===== src/rtl/moving_average_n.sv =====
// Moving average over the last 2**LOG2_DEPTH accepted samples.
// The running sum is updated incrementally. out_data is the sum shifted right, or the raw sample when bypass is high.
module moving_average_n #(
    parameter int DATA_W     = 8,
    parameter int LOG2_DEPTH = 3
) (
    input  logic                         CLOCK_50,
    input  logic                         reset_n,
    input  logic                         clear,
    input  logic                         bypass,
    input  logic                         in_valid,
    input  logic [DATA_W-1:0]            in_data,
    output logic                         out_valid,
    output logic [DATA_W-1:0]            out_data,
    output logic [DATA_W+LOG2_DEPTH-1:0] out_sum,
    output logic                         window_full,
    output logic [1:0]                   state_dbg
);
    localparam int DEPTH = 1 << LOG2_DEPTH;
    localparam int SUM_W = DATA_W + LOG2_DEPTH;
    localparam int CNT_W = LOG2_DEPTH + 1;
    localparam logic [CNT_W-1:0] DEPTH_C      = CNT_W'(DEPTH);
    localparam logic [CNT_W-1:0] DEPTH_M1_C   = CNT_W'(DEPTH - 1);
    localparam logic [CNT_W-1:0] CNT_ONE      = CNT_W'(1);
    localparam logic [LOG2_DEPTH-1:0] PTR_ONE = LOG2_DEPTH'(1);

    typedef enum logic [1:0] {
        EMPTY   = 2'd0,
        FILLING = 2'd1,
        FULL    = 2'd2
    } state_t;

    state_t                  state_q, state_d;
    logic [CNT_W-1:0]        count_q, count_d;
    logic [LOG2_DEPTH-1:0]   wr_ptr_q, wr_ptr_d;
    logic [SUM_W-1:0]        sum_q, sum_d;
    logic                    out_valid_q, out_valid_d;
    logic [DATA_W-1:0]       out_data_q, out_data_d;
    logic                    full_q, full_d;
    logic [DATA_W-1:0]       mem_q [DEPTH];

    logic                    accept;
    logic [SUM_W-1:0]        oldest;
    logic [SUM_W-1:0]        sum_next;

    assign accept = in_valid & ~clear;

    // Only a full window holds a real sample at wr_ptr; before that, the slot may be stale.
    assign oldest   = (state_q == FULL) ? SUM_W'(mem_q[wr_ptr_q]) : '0;
    assign sum_next = sum_q + SUM_W'(in_data) - oldest;

    always_comb begin
        state_d     = state_q;
        count_d     = count_q;
        wr_ptr_d    = wr_ptr_q;
        sum_d       = sum_q;
        out_valid_d = 1'b0;
        out_data_d  = out_data_q;
        full_d      = full_q;
        if (clear) begin
            state_d    = EMPTY;
            count_d    = '0;
            wr_ptr_d   = '0;
            sum_d      = '0;
            out_data_d = '0;
            full_d     = 1'b0;
        end else if (in_valid) begin
            sum_d       = sum_next;
            wr_ptr_d    = wr_ptr_q + PTR_ONE;
            out_valid_d = 1'b1;
            out_data_d  = bypass ? in_data : sum_next[SUM_W-1:LOG2_DEPTH];
            if (count_q != DEPTH_C) begin
                count_d = count_q + CNT_ONE;
            end
            case (state_q)
                EMPTY:   state_d = FILLING;
                FILLING: if (count_q == DEPTH_M1_C) state_d = FULL;
                FULL:    state_d = FULL;
                default: state_d = EMPTY;
            endcase
            full_d = (state_d == FULL);
        end
    end

    always_ff @(posedge CLOCK_50 or negedge reset_n) begin
        if (!reset_n) begin
            state_q     <= EMPTY;
            count_q     <= '0;
            wr_ptr_q    <= '0;
            sum_q       <= '0;
            out_valid_q <= 1'b0;
            out_data_q  <= '0;
            full_q      <= 1'b0;
        end else begin
            state_q     <= state_d;
            count_q     <= count_d;
            wr_ptr_q    <= wr_ptr_d;
            sum_q       <= sum_d;
            out_valid_q <= out_valid_d;
            out_data_q  <= out_data_d;
            full_q      <= full_d;
        end
    end

    // Sample storage needs no reset; it is never read before being written.
    always_ff @(posedge CLOCK_50) begin
        if (accept) begin
            mem_q[wr_ptr_q] <= in_data;
        end
    end

    assign out_valid   = out_valid_q;
    assign out_data    = out_data_q;
    assign out_sum     = sum_q;
    assign window_full = full_q;
    assign state_dbg   = state_q;
endmodule

===== config.mk =====
export PLATFORM = sky130hd
export DESIGN_NAME = moving_average_n
export DESIGN_NICKNAME = d
export VERILOG_FILES = /design/src/rtl/moving_average_n.sv
export SDC_FILE = /design/constraint.sdc
export NUM_CORES = 1
export LEC_CHECK = 0
export CORE_MARGIN = 3
export CORE_UTILIZATION = 53
export DETAILED_ROUTE_END_ITERATION = 12
export PLACE_DENSITY_LB_ADDON = 0.25
export SLEW_MARGIN = 20
export SYNTH_ARGS = -nofsm -noshare
export SYNTH_HDL_FRONTEND = slang
export SYNTH_SLANG_ARGS = --single-unit

===== constraint.sdc =====
create_clock -name CLOCK_50 -period 3.5 [get_ports CLOCK_50]
set_input_delay 0.7 -clock CLOCK_50 [delete_from_list [all_inputs] [get_ports CLOCK_50]]
set_output_delay 0.7 -clock CLOCK_50 [all_outputs]
set_load 0.03 [all_outputs]

# Word-level counts from Yosys, hierarchy flattened
# Memories as Yosys holds them, arrays and structs flattened.
# Index checks and enable logic that the tools add are counted.
[classes]
muxes = 23
n_eq_ne = 5
bitwise_logic = 2
add_sub_neg = 4
n_reduce_logical = 4
[ops]
columns = ["cell", "n"]
rows = [
  ["$mux 8", 4],
  ["$mux 11", 2],
  ["$mux 4", 3],
  ["$add 11x8->11", 1],
  ["$sub 11x8->11", 1],
  ["$mux 2", 5],
  ["$mux 1", 6],
  ["$mux 3", 2],
  ["$pmux 2 s3", 1],
  ["$add 4x1->4 const B", 1],
  ["$eq 2x2->1 const B", 2],
  ["$eq 4x3->1 const B", 1],
  ["$ne 4x4->1 const B", 1],
  ["$reduce_bool 2->1", 2],
  ["$add 3x1->3 const B", 1],
  ["$eq 2x1->1 const B", 1],
  ["$logic_not 2->1", 1],
  ["$reduce_and 2->1", 1],
  ["$and 1x1->1", 1],
  ["$not 1->1", 1],
]
[totals]
ram_bits = 64
register_bits = 30
memories = 1
input_bits = 13
[mem_list]
columns = ["name", "words", "word_bits", "rd", "rd_ports_with_merged_regs", "wr", "line", "source"]
rows = [
  ["mem_q", 8, 8, 1, 0, 1, "40", "logic [DATA_W-1:0] mem_q [DEPTH];"],
]

# Depth between registers and ports, before layout
# Gate-level depths: netlist of run 1.
[logic_depth]
word_depth = 8
depth_mapped = 16
depth_no_buf = 13

# Worst setup path after synthesis of run 1
# OpenSTA, ideal clock, no wires.
[synth_timing]
kind = "reg-to-reg"
start = "reg wr_ptr_q[2]"
end = "reg sum_q[10], in the netlist out_sum[10]"
stages_incl_launch_ff = 16
period_less_slack_ps = 3582
arrival_ps = 3454
path_slack_ps = -82
setup_ps = 128
t_required_ps = 3372
path_buffers = 2
path_cell_list = "dfrtp_1 -> buf_2 -> buf_2 -> mux2_2 -> a22oi_1 -> a21oi_1 -> nor2_1 -> nor2_1 -> fa_1 -> inv_1 -> ha_1 -> a21o_1 -> a21o_4 -> o21a_1 -> o31ai_1 -> mux2_1"
[synth_via]
elab_chain_cells = 5
[synth_lines]
columns = ["item", "line", "source"]
rows = [
  ["from (decl)", "35", "logic [LOG2_DEPTH-1:0] wr_ptr_q, wr_ptr_d;"],
  ["from (signal assigned)", "97", "wr_ptr_q <= wr_ptr_d;"],
  ["$mem_v2 8x8", "n/a", ""],
  ["$mux 8", "49", "assign oldest = (state_q == FULL) ? SUM_W'(mem_q[wr_ptr_q]) : '0;"],
  ["$sub 11x8->11", "50", "assign sum_next = sum_q + SUM_W'(in_data) - oldest;"],
  ["$mux 11", "67", "end else if (in_valid) begin"],
  ["$mux 11", "60", "if (clear) begin"],
  ["to (signal assigned)", "98", "sum_q <= sum_d;"],
  ["to (decl)", "36", "logic [SUM_W-1:0] sum_q, sum_d;"],
]
# Every way passes these cells. The select of a mux whose other input is x is not followed.
# A chain may end at the register's enable or synchronous reset.

# Final worst setup path of run 1
[layout_timing]
start = "reg wr_ptr_q[2]"
end = "reg sum_q[8], in the netlist out_sum[8]"
# The elaborated chain is that of the path after synthesis.

==> impl_metrics.ini, run 1 <==
[logic_synthesis]
synth_async_sr_flop_share_pct = 31.9
synth_cell_types = 53
synth_ff_type = edfxtp_1
synth_commonest_cells = 64 x edfxtp_1, 49 x nor2_1, 40 x inv_1
synth_top_cell_by_area = edfxtp_1
synth_area_sq_mm = 0.00473
synth_compound_area_share_pct = 11.6
yosysTopAreaCellShare_pct = 40.6
synth_top_family_by_area = compound AO/OA/AOI/OAI gates
yosys.area_share.simple_pct = 11.5
synth_cells = 403
synth_fp_nets = 438
ys_warn_count = 0
seq_area_frac_synth_pct = 56.5
ys_top_cells_by_area = edfxtp_1 41%, dfrtp_1 16%, nor2_1 3.9%
synth_area_per_cell_sq_um = 11.7
synth_most_common_cell = edfxtp_1
synth-edff-count = 64
ys_ff_latch = 94
synthXorXnorAreaFrac_pct = 0.925
synthAdderAreaFrac_pct = 7.09
muxShareOfSynthArea_pct = 7.35

[power]
internal-power_w = 0.00225
peakVddDrop_v = 0.000413
pwr-share-comb_pct = 38.1
p_total_w = 0.00340
netSwitchingFraction_pct = 33.9
p_leak_nw = 2.39
p_clk_share_pct = 23.5
pwr-share-seq_pct = 38.4
p_per_area_mw_per_mm2 = 557
p_sw_w = 0.00115

[global_routing]
antenna_found_initial = 0
grt_pass1_wl_um = 18000
grt_pass1_vias = 3488
track_usage_pct = 23.4
grt_remaining_overflow = 0
grt_max_degree = 38

[layout]
multiInputGateArea_sq_mm = 0.00204
layout-drive-gt1-share_pct = 27.9
nets = 525
diodes = 0
stdcell_area_sq_mm = 0.00610
seqCellArea_sq_mm = 0.00268
syn_to_final_growth_pct = 29.0
nFillCells = 550

[sta]
fin_crit_sh_pct = 103
worst_slack_ns = -0.113
whs_ns = 0.547
fin_crit_ns = 3.61
slew_headroom_pct = 56.9
rsz0062_at_grt = true
hold_viol_final = 0
finalSetupTns_ns = -0.410
fin_skew_ns = 0.00996
fmaxAchievable_mhz = 277
setup_viol = 7
maxSlewViolCount = 0
worst_slew_pin_slew_ns = 0.642

[drt]
ant_nets = 0
routed_wl_um = 11900
wl_per_cell_um = 19.9
drc = 0
vias = 3500
dr.pass1.iters = 5
drtIter0Drc = 304
viasPerCell = 5.84

[clock_tree]
clk_pin_slew_worst_paths_ns = 0.09
root_buffer = clkbuf_8
clk_latency_ns = 0.37
cts.path.max_buffers = 2
ctsHoldBuffers = 0
numCtsBuffers = 9
clock-sinks = 94
cts_tree = done
ctsHtreeMaxLevel = 3

[die]
die-area_sq_mm = 0.0101
initial_utilization_pct = 56.2
chipWidth_um = 100
placementRows = 33
die_h_um = 100
core_sq_mm = 0.00842
ioPinCount = 36

[flow_run]
maxCapViolCount = 0

[min_path]
holdPathStages = 2
holdCritStartpoint = out_data[2]
hold_end = out_data[2]
timing.hold.worst.class = reg -> reg

[placement]
port_buffers = 35
gp_congestion = 0.855
place_area_sq_mm = 0.00553
hpwl_um = 7650

[worst_setup_path]
cp.required_ns = 3.74
r2r-end = out_sum[8]
crit_type = reg -> reg
r2r_start = wr_ptr_q[2]
worstSetupStartpointType = flop
cp.arrival_ns = 3.85
timing.critical_path.from = wr_ptr_q[2]
end_kind = flop
crit_path_max_fanout = 6
reg2regPathDepth = 15
r2r_setup_slack_ns = -0.11

[outcome]
violations = negative setup slack
status = finished, violations left
## critical path: stages (launching register included)
cell and delay, ns:
dfrtp_2 0.44, buf_12 0.14, mux2_4 0.30, a221oi_2 0.24, a21oi_1 0.10, nor2_2 0.17, nor2_1 0.09, fa_1 0.49
inv_1 0.07, ha_4 0.22, nor2b_4 0.13, o2111a_2 0.30, buf_4 0.16, or4_4 0.43, nand4_1 0.13, a21oi_1 0.07
## layout by cell type (no fill, tap or decap), types with 9 or more instances in the layout
cell and n:
edfxtp_1 64, nor2_1 46, o21ai_0 11, a21oi_1 20, clkdlybuf4s50_1 35, buf_4 56, dfrtp_1 27, nor3_1 9
inv_1 39, nand2_1 17, clkbuf_8 9
## layer usage
layer,vias to the layer above,track usage (%),share of wire [%]
met5,-,0,0
met4,0,9.43,2.2
met3,23,3.94,4.4
met2,98,37.1,51
met1,1738,32.3,42
li1,1641,-,-
## area by class of cell
| cell class | instances | area share [%] |
|---|---|---|
| multi-input combinational | 247 | 33.4 |
| inverter | 40 | 2.46 |
| sequential | 94 | 43.8 |
| clock buffer | 9 | 2.03 |
| tap | 105 | 2.15 |
| timing repair buffer | 98 | 14.6 |
| clock inverter | 6 | 1.54 |
## logic make-up (layout without fill, tap and decap cells)
logic type / Yosys count / in the layout
compound gates: 82 / 82
xor+xnor: 5 / 5
fa+ha+maj: 22 / 22
buf+inv: 62 / 153
flops: 94 / 94
mux: 26 / 26
simple gates: 112 / 112
## power groups by stage
stage / Clock [W] / Combinational [W] / Sequential, W
after floorplan: 0 / 0.000594 / 0.00141
after detailed placement: 0 / 0.00108 / 0.00133
after global routing: 0.000865 / 0.00140 / 0.00131
after CTS: 0.000808 / 0.00118 / 0.00130
final: 0.000800 / 0.00129 / 0.00131
after global placement: 0 / 0.00105 / 0.00133
## worst max-delay path by stage
| stage | depth (start not counted) | end | slack, ns |
|---|---|---|---|
| after floorplan | 15 | out_sum[10] | 0.04 |
| final | 15 | out_sum[8] | -0.11 |
| after CTS | 15 | out_sum[10] | 0.002 |
| after global routing | 15 | out_sum[8] | -0.28 |
| after global placement | 12 | out_sum[10] | -0.26 |
| after detailed placement | 12 | out_sum[10] | -0.29 |
## stage by stage
step / util, % / std cells / setup WS [ns]
after detailed placement: 65.7 / 572 / -0.294
final: 72.5 / 599 / -0.113
after floorplan: - / 403 / 0.0403
after global placement: 65.7 / 572 / -0.260
after global routing: 72.5 / 599 / -0.279
after CTS: 70.3 / 590 / 0.00155
## flip-flops by register name (all words and copies together), names as in the netlist
register,flops
count_q,4
mem_q,64
out_data,8
out_sum,11
out_valid,1
state_dbg,2
window_full,1
wr_ptr_q,3
## timing repair
item                                    CTS  global route
buffers inserted                          3             8
pin swaps                                13            20
endpoints found under the setup margin   14            13
gates resized for setup                  30            22
hold endpoints to repair                  0             0
gates cloned                              0             1
No activity file was read; power rests on OpenSTA's default activity.
==> inputs of run 2 (changes only) <==
--- a/config.mk
+++ b/config.mk
@@ -6,10 +6,10 @@
 export NUM_CORES = 1
 export LEC_CHECK = 0
 export CORE_MARGIN = 3
-export CORE_UTILIZATION = 53
+export CORE_UTILIZATION = 54
 export DETAILED_ROUTE_END_ITERATION = 12
 export PLACE_DENSITY_LB_ADDON = 0.25
-export SLEW_MARGIN = 20
+export SLEW_MARGIN = 25
 export SYNTH_ARGS = -nofsm -noshare
 export SYNTH_HDL_FRONTEND = slang
 export SYNTH_SLANG_ARGS = --single-unit
==> constraint.sdc (replaced) <==
create_clock -name CLOCK_50 -period 4.15 [get_ports CLOCK_50]
set_input_delay 0.83 -clock CLOCK_50 [delete_from_list [all_inputs] [get_ports CLOCK_50]]
set_output_delay 0.83 -clock CLOCK_50 [all_outputs]
set_load 0.03 [all_outputs]
==> run 2 against run 1 <==
The run now ends clean. Global-route usage is 1.7 points lower. Sequential share of layout area is 5.2 points higher. Clock skew hardly changed. Combinational power is 38% lower. Clock power is 27% lower. Worst setup slack better by 0.38 ns. Critical path type unchanged. Largest cell class unchanged.
==> impl_metrics.ini, run 2 (synthesized netlist as in run 1, its figures left out) <==
[worst_setup_path]
max_stage_delay_ns = 0.52
cp_slowest_cell = dfrtp_2
crit_path_max_fanout = 11
crit_end = out_sum[7]
r2r-end = out_sum[7]
end_kind = flop
cp.required_ns = 4.38
crit_type = reg -> reg
timing.critical_path.from = wr_ptr_q[2]
r2r_setup_slack_ns = 0.27
worstSetupStartpointType = flop
r2r_start = wr_ptr_q[2]
reg2regPathDepth = 15
path_cells = buf_4 > buf_4 > mux2_2 > a22oi_1 > o22ai_1 > a21oi_1 > nor2_1 > fa_1 > inv_1 > ha_1 > o21ai_0 > a31oi_1 > o21ai_0 > o31ai_1 > o31ai_1
cp.arrival_ns = 4.12

[drt]
drc = 0
drtIter0Drc = 198
ant_nets = 0
vias = 3248
dr.pass1.iters = 5
wl_met3_um = 499
viasPerCell = 5.84
routed.top_layer = met4
wl_per_cell_um = 18.0
routed_wl_um = 10000
wl_met1_um = 4420
wl_met2_um = 4870

[layout]
layout-drive-gt1-share_pct = 12.0
largest_reg_flops = 64
seqCellArea_sq_mm = 0.00268
stdcell_area_sq_mm = 0.00545
syn_to_final_growth_pct = 15.2
nFillCells = 659
regMostFlops = mem_q
layout_commonest_cell = edfxtp_1
final_cell_mix = 64 x edfxtp_1, 49 x nor2_1, 40 x inv_1
final_util_pct = 65.1
multiInputGateArea_sq_mm = 0.00182
diodes = 0
nets = 481

[sta]
worst_slew_pin_slew_ns = 0.919
fin_crit_ns = 3.88
fin_crit_sh_pct = 93.5
maxSlewViolCount = 0
hold_viol_final = 0
worst_slack_ns = 0.268
fmaxAchievable_mhz = 258
finalSetupTns_ns = 0
setup_viol = 0
rsz0062_at_grt = false
slew_headroom_pct = 38.5
fin_skew_ns = 0.0104

[die]
initial_utilization_pct = 56.5
chipWidth_um = 99.6
ioPinCount = 36
die_h_um = 99.6
core_sq_mm = 0.00838
die-area_sq_mm = 0.00992
placementRows = 33

[placement]
gp_congestion = 0.853
hpwl_um = 7240
post-place-ws_ns = 0.186
port_buffers = 35
place_area_sq_mm = 0.00527

[global_routing]
antenna_found_initial = 0
grt_max_degree = 38
grt_remaining_overflow = 0
grt_pass1_wl_um = 16300
track_usage_pct = 21.7
grt_pass1_vias = 3231

[clock_tree]
root_buffer = clkbuf_8
numCtsBuffers = 9
cts.path.max_buffers = 2
clk_latency_ns = 0.37
clk_pin_slew_worst_paths_ns = 0.10
ctsHtreeMaxLevel = 3
cts_tree = done
clock-sinks = 94

[power]
internal-power_w = 0.00162
netSwitchingFraction_pct = 35.0
p_clk_share_pct = 23.5
pwr-share-comb_pct = 32.2
pwr-share-seq_pct = 44.3
p_sw_w = 0.000874
peakVddDrop_v = 0.000259
p_leak_nw = 2.10
p_per_area_mw_per_mm2 = 457

[flow_run]
maxCapViolCount = 0

[outcome]
status = complete, no violations

[min_path]
timing.hold.worst.class = reg -> reg
## run 2: changes by cell type in the layout (fill, tap and decap cells not counted), moves of 4 or more
cell and change:
o31ai_2 -4, o31ai_1 +4, ha_4 -4, buf_4 -37, ha_1 +6, a221oi_1 +4, a221oi_2 -4
## run 2: worst min-delay path by stage
stage	slack (ns)	cells past startpoint	startpoint	end
floorplan	0.52	2	count_q[3]	count_q[3]
global placement	0.52	2	window_full	window_full
detailed placement	0.53	2	window_full	window_full
CTS	0.55	2	window_full	window_full
global route	0.59	2	out_data[3]	out_data[3]
finish	0.55	2	window_full	window_full
## run 2: what timing repair did
item,4_1_cts,5_1_grt
resized for setup,0,2
hold buffers,0,0
setup buffers,0,0
setup endpoints to repair,0,4
## run 2: critical path, delay by kind of cell, from the launching register on
kind                     cells  cell delay, ns
flip-flops                   1            0.52
buffers and inverters        3            0.43
AO/OA/AOI/OAI                8            1.49
AND/OR/NAND/NOR              1            0.07
multiplexers                 1            0.35
adder cells (fa/ha/maj)      2            0.89
## run 2: metal layers
layer | track usage [%] | vias up
li1 | - | 1545
met1 | 29.7 | 1584
met2 | 34.6 | 101
met3 | 4.14 | 18
met4 | 8.09 | 0
met5 | 0 | -
## run 2: area by class of cell
type | count | share of cell area (%)
Inverter | 40 | 2.75
Tap cell | 105 | 2.41
Clock inverter | 6 | 1.06
Timing Repair Buffer | 54 | 9.04
Multi-Input combinational cell | 247 | 33.3
Clock buffer | 10 | 2.34
Sequential cell | 94 | 49.1
## run 2: per-stage QoR
| stage | total power [W] | instances | hold slack, ns |
|---|---|---|---|
| floorplan | 0.00168 | 403 | 0.518 |
| global placement | 0.00190 | 540 | 0.516 |
| detailed placement | 0.00192 | 540 | 0.532 |
| CTS | 0.00250 | 556 | 0.553 |
| global route | 0.00264 | 556 | 0.589 |
| finish | 0.00249 | 556 | 0.549 |
## run 2: power groups by stage
stage               Clock [W]  Combinational (W)  Sequential [W]
finish               0.000585           0.000802         0.00111
global route         0.000640           0.000889         0.00111
CTS                  0.000598           0.000800         0.00111
detailed placement          0           0.000796         0.00113
global placement            0           0.000774         0.00112
floorplan                   0           0.000493         0.00119
==> inputs of run 3 (changes only) <==
--- a/config.mk
+++ b/config.mk
@@ -5,7 +5,7 @@
 export SDC_FILE = /design/constraint.sdc
 export NUM_CORES = 1
 export LEC_CHECK = 0
-export CORE_MARGIN = 3
+export CORE_MARGIN = 8
 export CORE_UTILIZATION = 54
 export DETAILED_ROUTE_END_ITERATION = 12
 export PLACE_DENSITY_LB_ADDON = 0.25
@@ -13,3 +13,4 @@
 export SYNTH_ARGS = -nofsm -noshare
 export SYNTH_HDL_FRONTEND = slang
 export SYNTH_SLANG_ARGS = --single-unit
+export TNS_END_PERCENT = 50
==> run 3 against run 2 <==
Core utilization is 1.6 points lower. Maximum frequency increased by 0.88%. Register-to-register slack improved by 0.03 ns. Sequential share of layout area barely moved. Non-clock buffer count shrank 3. Sequential power about the same. Global-route usage decreased by 3.8 points. Critical path depth decreased by 2. Sequential cell count unchanged. Via count is essentially flat. Cell count unchanged. Wire length barely moved. Highest routed layer unchanged.
==> impl_metrics.ini, run 3 (synthesized netlist as in run 1, its figures left out) <==
[outcome]
status = complete, no violations

[worst_setup_path]
cp_slowest_cell = dfrtp_2
crit_buf_inv = 1
cp_top_family = compound AO/OA/AOI/OAI gates
path_cells = buf_4 > nor2_1 > a22oi_1 > a21oi_1 > nor2_1 > nor2_1 > fa_1 > fa_1 > nor2b_1 > o2111a_1 > nor4_4 > o31ai_1 > mux2_1
critPathMostFrequentCell = nor2_1
reg2regPathDepth = 13
r2r_setup_slack_ns = 0.30
cp.required_ns = 4.40
max_stage_delay_ns = 0.53
cp.arrival_ns = 4.09
r2r-end = out_sum[10]
r2r_start = wr_ptr_q[2]
crit_path_max_fanout = 14
crit_type = reg -> reg
end_kind = flop
crit_cells = 13
worstSetupStartpointType = flop

[layout]
regMostFlops = mem_q
layout-drive-gt1-share_pct = 11.2
nFillCells = 684
nets = 478
layout_commonest_cell = edfxtp_1
final_util_pct = 63.4
final_cell_mix = 64 x edfxtp_1, 49 x nor2_1, 40 x inv_1
largest_reg_flops = 64
diodes = 0
syn_to_final_growth_pct = 15.2

[power]
p_clk_share_pct = 24.7
netSwitchingFraction_pct = 33.9
p_total_w = 0.00253
pwr-share-comb_pct = 31.6
p_sw_w = 0.000860
peakVddDrop_v = 0.000256
internal-power_w = 0.00167
pwr-share-seq_pct = 43.7
p_leak_nw = 2.09
p_per_area_mw_per_mm2 = 465

[sta]
hold_viol_final = 0
fin_skew_ns = 0.00764
fin_crit_ns = 3.85
rsz0062_at_grt = false
finalSetupTns_ns = 0
worst_slew_pin_slew_ns = 0.876
fin_crit_sh_pct = 92.7
maxSlewViolCount = 0
slew_headroom_pct = 41.4
setup_viol = 0
fmaxAchievable_mhz = 260

[drt]
dr.pass1.iters = 4
routed_wl_um = 10000
vias = 3245
wl_per_cell_um = 18.0
ant_nets = 0
drc = 0
drtIter0Drc = 178
viasPerCell = 5.84

[placement]
hpwl_um = 7270
port_buffers = 35
gp_congestion = 0.855

[die]
core_sq_mm = 0.00859
placementRows = 34
die_h_um = 110
die-area_sq_mm = 0.0120
ioPinCount = 36
initial_utilization_pct = 55.1
chipWidth_um = 110

[clock_tree]
ctsHoldBuffers = 0
clock-sinks = 94
cts_setup_buffers = 0
numCtsBuffers = 9
cts_tree = done
root_buffer = clkbuf_8
clk_latency_ns = 0.36
ctsHtreeMaxLevel = 3
cts.path.max_buffers = 2
clk_pin_slew_worst_paths_ns = 0.10

[flow_run]
maxCapViolCount = 0

[global_routing]
track_usage_pct = 17.9
grt_max_degree = 38
grt_pass1_wl_um = 16500
antenna_found_initial = 0
grt_remaining_overflow = 0
grt_pass1_vias = 3295

[min_path]
timing.hold.worst.class = reg -> reg
hold_end = window_full
holdCritStartpoint = window_full
holdPathStages = 2
-- run 3: timing repair --
item,in CTS,in global routing
hold endpoints to repair,0,0
endpoints found under the setup margin,0,2
resized for setup,0,1
-- run 3: cell type report --
class	instances	area (sq um)	share of cell area (%)
sequential	94	2670	49.1
multi-input combinational	247	1820	33.4
clock buffer	10	128	2.34
tap	108	135	2.48
timing repair buffer	51	470	8.63
clock inverter	6	75.1	1.38
inverter	40	150	2.75
-- run 3: layer usage --
layer | wire, um | track usage [%] | up-vias
met1 | 4250 | 23.2 | 1609
met2 | 5090 | 29.7 | 86
met3 | 504 | 2.87 | 14
met4 | 161 | 6.46 | 0
met5 | 0 | 0 | -
li1 | - | - | 1536
-- run 3: metrics by stage --
| stage | std cells | worst slack (ns) | hold WS (ns) | instance area, sq um |
|---|---|---|---|---|
| floorplan | 403 | 0.568 | 0.518 | 4730 |
| global placement | 540 | 0.294 | 0.516 | 5250 |
| detailed placement | 540 | 0.226 | 0.521 | 5250 |
| CTS | 556 | 0.214 | 0.542 | 5450 |
| global route | 556 | 0.0281 | 0.568 | 5450 |
| finish | 556 | 0.302 | 0.537 | 5450 |
-- run 3: worst min-delay path, stage by stage (launching register included) --
cell and delay, ns:
dfrtp_1 0.35, o22ai_1 0.08, nor2_1 0.08
-- run 3: worst max path at each step --
stage,from,end,slack (ns)
floorplan,wr_ptr_q[2],out_sum[10],0.57
global placement,wr_ptr_q[2],out_sum[10],0.29
detailed placement,wr_ptr_q[2],out_sum[10],0.23
CTS,wr_ptr_q[2],out_sum[10],0.21
global route,wr_ptr_q[0],out_sum[10],0.03
finish,wr_ptr_q[2],out_sum[10],0.30
-- run 3: power by group through the flow --
stage,logic [W],registers (W),clock network (W)
final,0.000801,0.00111,0.000627
after global routing,0.000888,0.00112,0.000669
after CTS,0.000800,0.00111,0.000636
after detailed placement,0.000798,0.00113,0
after global placement,0.000776,0.00113,0
after floorplan,0.000493,0.00119,0
